<file path="src/rtl/serial_subtractor_pkg.sv">
// Shared definitions for the bit-serial subtractor: FSM encoding and default width.
package serial_sub_defs;

  localparam int unsigned DefaultWidth = 8;

  typedef enum logic [1:0] {
    S_IDLE  = 2'd0,
    S_SHIFT = 2'd1,
    S_DONE  = 2'd2
  } state_e;

endpackage

</file>
<file path="src/rtl/full_subtractor.sv">
// One-bit full subtractor built from two half subtractors and an OR.
module full_subtractor (
  input  logic x,
  input  logic y,
  input  logic bin,
  output logic d,
  output logic bout
);

  logic hs1_d, hs1_b, hs2_b;

  always_comb begin
    hs1_d = x ^ y;
    hs1_b = ~x & y;
    d     = hs1_d ^ bin;
    hs2_b = ~hs1_d & bin;
    bout  = hs1_b | hs2_b;
  end

endmodule

</file>
<file path="src/rtl/serial_subtractor.sv">
// Bit-serial a - b, LSB first; result and final borrow published with a one-cycle done pulse.
module serial_subtractor
  import serial_sub_defs::*;
#(
  parameter int unsigned WIDTH = DefaultWidth
) (
  input  logic             clk,
  input  logic             rst,
  input  logic             start,
  input  logic [WIDTH-1:0] a,
  input  logic [WIDTH-1:0] b,
  output logic             busy,
  output logic             done,
  output logic [WIDTH-1:0] diff,
  output logic             borrow
);

  localparam int unsigned CntW = (WIDTH > 1) ? $clog2(WIDTH) : 1;
  localparam logic [CntW-1:0] CntLast = CntW'(WIDTH - 1);

  state_e           state_q, state_d;
  logic [WIDTH-1:0] a_q, b_q, res_q, res_shift, diff_q;
  logic [CntW-1:0]  cnt_q;
  logic             bff_q, borrow_q, busy_q, done_q;
  logic             busy_d, done_d;
  logic             fs_d, fs_bout;

  full_subtractor u_fs (
    .x    (a_q[0]),
    .y    (b_q[0]),
    .bin  (bff_q),
    .d    (fs_d),
    .bout (fs_bout)
  );

  // State register
  always_ff @(posedge clk) begin
    if (rst) state_q <= S_IDLE;
    else     state_q <= state_d;
  end

  // Next-state logic
  always_comb begin
    state_d = state_q;
    unique case (state_q)
      S_IDLE:  if (start) state_d = S_SHIFT;
      S_SHIFT: if (cnt_q == CntLast) state_d = S_DONE;
      S_DONE:  state_d = S_IDLE;
      default: state_d = S_IDLE;
    endcase
  end

  // Output decode; registered below so busy/done lag the state by one edge
  always_comb begin
    busy_d = (state_q == S_SHIFT);
    done_d = (state_q == S_DONE);
  end

  // New difference bit enters at the MSB; works for WIDTH = 1 as well
  always_comb begin
    res_shift            = res_q >> 1;
    res_shift[WIDTH-1]   = fs_d;
  end

  always_ff @(posedge clk) begin
    if (rst) begin
      a_q      <= '0;
      b_q      <= '0;
      res_q    <= '0;
      cnt_q    <= '0;
      bff_q    <= 1'b0;
      diff_q   <= '0;
      borrow_q <= 1'b0;
      busy_q   <= 1'b0;
      done_q   <= 1'b0;
    end else begin
      busy_q <= busy_d;
      done_q <= done_d;
      unique case (state_q)
        S_IDLE: begin
          if (start) begin
            a_q   <= a;
            b_q   <= b;
            res_q <= '0;
            cnt_q <= '0;
            bff_q <= 1'b0;
          end
        end
        S_SHIFT: begin
          res_q <= res_shift;
          a_q   <= a_q >> 1;
          b_q   <= b_q >> 1;
          bff_q <= fs_bout;
          cnt_q <= cnt_q + 1'b1;
        end
        S_DONE: begin
          diff_q   <= res_q;
          borrow_q <= bff_q;
        end
        default: ;
      endcase
    end
  end

  assign busy   = busy_q;
  assign done   = done_q;
  assign diff   = diff_q;
  assign borrow = borrow_q;

endmodule
</file>
<file path="config.mk">
export PLATFORM = sky130hd
export DESIGN_NAME = serial_subtractor
export DESIGN_NICKNAME = d
export VERILOG_FILES = /design/src/rtl/serial_subtractor_pkg.sv /design/src/rtl/full_subtractor.sv /design/src/rtl/serial_subtractor.sv
export SDC_FILE = /design/constraint.sdc
export NUM_CORES = 1
export LEC_CHECK = 0
export BUFFER_PORTS_ARGS = -buffer_cell sky130_fd_sc_hd__buf_2
export CORE_MARGIN = 2
export CORE_UTILIZATION = 36
export DETAILED_ROUTE_END_ITERATION = 10
export SLEW_MARGIN = 0
export SYNTH_ARGS = -nofsm -noshare
export SYNTH_HDL_FRONTEND = slang
export SYNTH_HIERARCHICAL = 1
export SYNTH_SLANG_ARGS = --single-unit
</file>
<file path="constraint.sdc">
create_clock -name clk -period 1.2 [get_ports clk]
set_clock_uncertainty 0.1 [all_clocks]
set_input_delay 0.12 -clock clk [delete_from_list [all_inputs] [get_ports clk]]
set_output_delay 0.12 -clock clk [all_outputs]
set_load 0.02 [all_outputs]
</file>
==> results of run 1 <==
cell type report:
class,instances,area (um^2)
fill,406,2273
sequential,41,828.3
multi-input combinational,99,775.7
timing repair buffer,50,360.3
clock buffer,6,82.58
tap,52,65.06
inverter,4,15.01
clock inverter,2,13.76
state kept, by name, indices dropped and copies added, names as in the netlist:
register	cells
diff	8
done	1
borrow	1
res_q	8
busy	1
b_q	8
cnt_q	3
a_q	8
state_q	2
bff_q	1
path summary, 6_finish.rpt:
| check | endpoint | slack, ns | cells after the start |
|---|---|---|---|
| min | state_q[0] | 0.08 | 3 |
| min reg2reg | diff[4] | 0.36 | 2 |
| max reg2reg | res_q[7] | -0.02 | 3 |
| max | res_q[7] | -0.02 | 3 |
cells in the final DEF, fill, tap and decap left out, types with 2 or more instances in the layout:
| cell | n |
|---|---|
| buf_4 | 11 |
| dfxtp_2 | 3 |
| nor2_1 | 15 |
| a21oi_1 | 9 |
| nand2_1 | 18 |
| dlygate4sd3_1 | 2 |
| buf_6 | 6 |
| dfxtp_1 | 37 |
| clkbuf_8 | 6 |
| buf_2 | 29 |
| a22o_1 | 11 |
| a22oi_1 | 2 |
| mux2i_1 | 15 |
| inv_1 | 3 |
| a211oi_2 | 14 |
| nor2_2 | 2 |
where the power goes:
| part | switching, uW | internal, uW | leakage [uW] |
|---|---|---|---|
| clock network | 463 | 466 | 0.0000512 |
| registers | 33.6 | 1420 | 0.000337 |
| logic | 169 | 187 | 0.000521 |
| total | 665 | 2070 | 0.000909 |
kinds of logic after synthesis:
| logic type | Yosys count | share of synthesized area [%] |
|---|---|---|
| muxes | 16 | 9.699 |
| AOI/OAI and AO/OA | 38 | 21.35 |
| DFF | 41 | 49.32 |
| and+or+nand+nor | 42 | 10.75 |
| adders and majority gates | 3 | 2.707 |
| buffers and inverters | 16 | 6.164 |
timing repair:
| action | 4_1_cts | 5_1_grt |
|---|---|---|
| setup buffers | 2 | 1 |
| setup endpoints to repair | 38 | 24 |
| gates resized for setup | 14 | 7 |
| pin swaps | 0 | 0 |
| hold endpoints to repair | 2 | 0 |
| gates cloned | 0 | 1 |
| hold buffers | 2 | 0 |
worst reg2reg max path: cells and delay by family, from the launching register on:
kind / cells / cell delay, ns
DFF: 1 / 0.33
buffers and inverters: 1 / 0.04
AOI/OAI and AO/OA: 1 / 0.21
adders and majority gates: 1 / 0.46
stage by stage:
stage                     util [%]   TNS, ns  instances
after floorplan                  -  -0.02574        156
after global placement       43.34   -0.4367        240
after detailed placement     43.34    -1.107        240
after CTS                    47.22  -0.03640        252
after global routing         48.50   -0.4077        254
final                        48.50  -0.04852        254
metal layers:
layer / routed length (um) / track usage, % / share of wire, %
met5: 0 / 0 / 0
met3: 142 / 4.306 / 4.3
met1: 1475 / 15.13 / 45
met2: 1653 / 23.77 / 50
met4: 41 / 5.031 / 1.2
==> metrics, run 1 <==
Req. time, crit path 1.29 ns; Yosys reg bits 41; EDFF count, synth 0; Post-Route WL 3.312 mm; layout cells sized above 1 42.08%; Leak Pwr 0.0009087 uW; Worst path slowest cell fa_1; crit end category flip-flop; Yosys cell types 25; Total Routing Usage GR 13.46%; crit path from b_q[0]; CP Buf/Inv Count 1; die height 71.99 um; core region area 4414 um^2; initial antenna violation count 0; Num CTS Buffers 5; Final setup violation count 5; share of Yosys cell area claimed by the top area cell type 49.32%; CP cell instances inv_2 > fa_1 > a22o_1; CP max stage delay 0.45 ns; Cell Pwr Density 1278 nW/um^2; Final #Nets 223; asr flop ratio synth 0%; failing checks negative setup slack; Synth Net Count 178; post-detailed-route count of antenna-violating nets 0; final worst slack -0.02336 ns; clk buf depth 2; unrepaired setup endpoints after global routing true; period utilisation layout 101.9%; total gr overflow 0; CP Class flip-flop to flip-flop; Inserted Diodes 0; area leader, netlist dfxtp_1; Commonest cells post-synth dfxtp_1, nand2_1, nor2_1; DRC violations left 0; die area 5183 um^2; Mean Syn Cell Area 10.67 um^2; row count 24; CP arrival 1.32 ns; Clock Latency Late Sink 0.29 ns; Die Wd 71.99 um; Seq/Total Area, Yosys 49.32%; synthesized cell area 1664 um^2; status finished with violations; crit start category flip-flop; Max Cap Violations 0; Slew Limit Fails 0; count leader, synth dfxtp_1; wire per inst 13.04 um; yosys warns 6; layout overhead on the synthesized area 28.65%; Worst Tran Pin Value 0.2650 ns; Placement Cell Area 1913 um^2; most area-consuming cells after synthesis dfxtp_1, a211oi_2, mux2i_1, a22o_1, nand2_1; Main synth FF type dfxtp_1; Final Hold Viols 0; gp weighted congestion 0.7891; vias in the first global route 1217; Mapped Cells 156; Max Clock Freq 0.8174 GHz; CTS tree yes; Worst VDD drop 0.0005513 V; pre-CTS WS -0.07447 ns; I/O pin cnt 30; largest net degree at the start of global routing 29; first-pass detailed-route iteration total 4; Worst Path Max Fanout 2; reg2reg start b_q[0]; Hold Startpoint start; Slew headroom 82.33%; post-route cell area 2141 um^2; vias 1244; input/output buffers 29; clock sink count 41; final total power 2737 uW; Period minus WS final 1.223 ns; kind of cell adding the most delay to the critical path adder cells; HPWL after DPL 2.299 mm; vias per cell 4.898; drt initial violations 51; Min-Delay Path Class input pin to flip-flop; Clock transition at path regs 0.08 ns; H-tree levels 2; Initial Utilization 37.70%; Final Hold Slack 0.07689 ns; Root Buffer Master clkbuf_8; first-pass GRT wire length 5.375 mm
No activity file was read; power rests on OpenSTA's default activity.
==> run 2: changes to the inputs <==
Settings changed: ABC_AREA set to 1, SYNTH_HIERARCHICAL 1 to not set.
==> run 2 against run 1 <==
The run now ends clean. Highest routed layer unchanged. Final area increased by 8.9%. Largest power group unchanged. Sequential power is essentially flat. Synthesized cell count grew 66%. Critical path depth fell by 1. Final cell count rose by 48%. Clock-buffer cell count is 1 lower.
==> metrics, run 2 <==
Root Buffer Master clkbuf_8; Cell Pwr Density 1207 nW/um^2; unrepaired setup endpoints after global routing true; commonest non-fill, non-tap cell in the layout nand2_1; mux contribution to synthesized area 0%; HPWL after DPL 2.712 mm; post-detailed-route count of antenna-violating nets 0; drt initial violations 42; period utilisation layout 95.68%; first-pass detailed-route iteration total 4; M1 GR Usage 19.85%; DRC violations left 0; Seq/Total Area, Yosys 44.63%; Worst Tran Pin Value 0.2214 ns; layout overhead on the synthesized area 26.73%; asr flop ratio synth 0%; clk buf depth 2; CP arrival 1.23 ns; gr busiest metal met2; gp weighted congestion 0.7276; status complete, no violations; Die Wd 75.48 um; Worst Path Max Fanout 3; Final Hold Slack 0.02374 ns; core region area 5010 um^2; Clock transition at path regs 0.08 ns; I/O pin cnt 30; wire per inst 10.35 um; Mapped Cells 259; yosys warns 0; Final Hold Viols 0; Post-Route WL 3.891 mm; Min-Delay Path Class input pin to flip-flop; area leader, netlist dfxtp_1; initial antenna violation count 0; CTS tree yes; simple-gate portion of the synthesized area 38.03%; Main synth FF type dfxtp_1; largest net degree at the start of global routing 24; grt met2 use 25.89%; input/output buffers 29; final total power 2813 uW; Commonest cells post-synth nand2_1, nor2_1, dfxtp_1; die area 5696 um^2; vias in the first global route 1476; total gr overflow 0; count leader, synth nand2_1; CP Class flip-flop to flip-flop; synthesized cell area 1839 um^2; EDFF count, synth 0; Max Cap Violations 0; Final TNS setup 0 ns; Final setup violation count 0; most area-consuming cells after synthesis dfxtp_1, nand2_1, nor2_1, nand3_1, inv_1; Yosys cell types 21; commonest cells after routing, fill and taps aside nand2_1, nor2_1, dfxtp_1; crit end category flip-flop; global routing usage on met3 4.233%; Total Routing Usage GR 15.59%; share of Yosys cell area claimed by the top area cell type 44.63%; clock sink count 41; vias per cell 4.330; Yosys reg bits 41; Slew Limit Fails 0; Initial Utilization 36.71%; Mean Syn Cell Area 7.101 um^2; Leak Pwr 0.001226 uW; Clock Latency Late Sink 0.29 ns; Final #Nets 329; Max Clock Freq 0.8710 GHz; Slew headroom 85.22%; crit start category flip-flop; Period minus WS final 1.148 ns; Num CTS Buffers 5; XOR/XNOR Fraction of Synth Area 0%; layout cells sized above 1 24.84%; Compound-Gate Fraction of Synth Area 4.422%; area share of fa/ha/maj cells after synthesis 2.449%; Worst VDD drop 0.0005759 V; Req. time, crit path 1.29 ns; H-tree levels 2; Synth Net Count 281; largest family of logic cells by synthesized area simple AND/OR/NAND/NOR gates; row count 26; first-pass GRT wire length 6.748 mm; die height 75.48 um; Inserted Diodes 0; vias 1628
run 2: worst paths after layout:
path	from	endpoint	slack, ns	depth (start not counted)
max reg2reg	bff_q	res_q[7]	0.05	2
min	a[6]	a_q[6]	0.02	5
min reg2reg	res_q[1]	res_q[0]	0.37	2
max	bff_q	res_q[7]	0.05	2
run 2: repair_timing:
action / CTS / global route
buffers inserted: 0 / 1
endpoints found under the setup margin: 41 / 33
pin swaps: 0 / 3
endpoints found under the hold margin: 3 / 0
gates resized for setup: 5 / 18
hold buffers: 3 / 0
run 2: kinds of logic after synthesis:
logic type	Yosys count
simple gates	164
flops	41
buf+inv	38
compound gates	13
fa+ha+maj	3
run 2: critical path, stage by stage (launching register included):
cell and delay [ns]:
dfxtp_1 0.34, fa_1 0.56, o21ai_2 0.06
run 2: metal layers:
layer / wire length [um] / vias up
li1: - / 881
met1: 1928 / 711
met2: 1769 / 30
met3: 148 / 6
met4: 46 / 0
met5: 0 / -
run 2: layout make-up:
| cell class | count | area (um^2) |
|---|---|---|
| Clock buffer | 5 | 68.82 |
| Tap cell | 70 | 87.58 |
| Inverter | 27 | 116.4 |
| Multi-Input combinational cell | 180 | 849.6 |
| Timing Repair Buffer | 52 | 377.9 |
| Clock inverter | 1 | 5.005 |
| Fill cell | 548 | 2679 |
| Sequential cell | 41 | 825.8 |
run 2: where the power goes:
part,total [uW],internal (uW),switching [uW]
Sequential,1480,1430,49.7
Clock,823,383,440
Combinational,507,235,271
run 2: stage by stage:
step                cells  worst slack (ns)  util, %  area (um^2)
finish                376           0.05188    46.53         2331
global route          376          -0.01679    46.53         2331
CTS                   375          0.009585    45.50         2280
detailed placement    366           -0.2217    43.23         2166
global placement      366           -0.1888    43.23         2166
floorplan             259          0.001838        -         1839
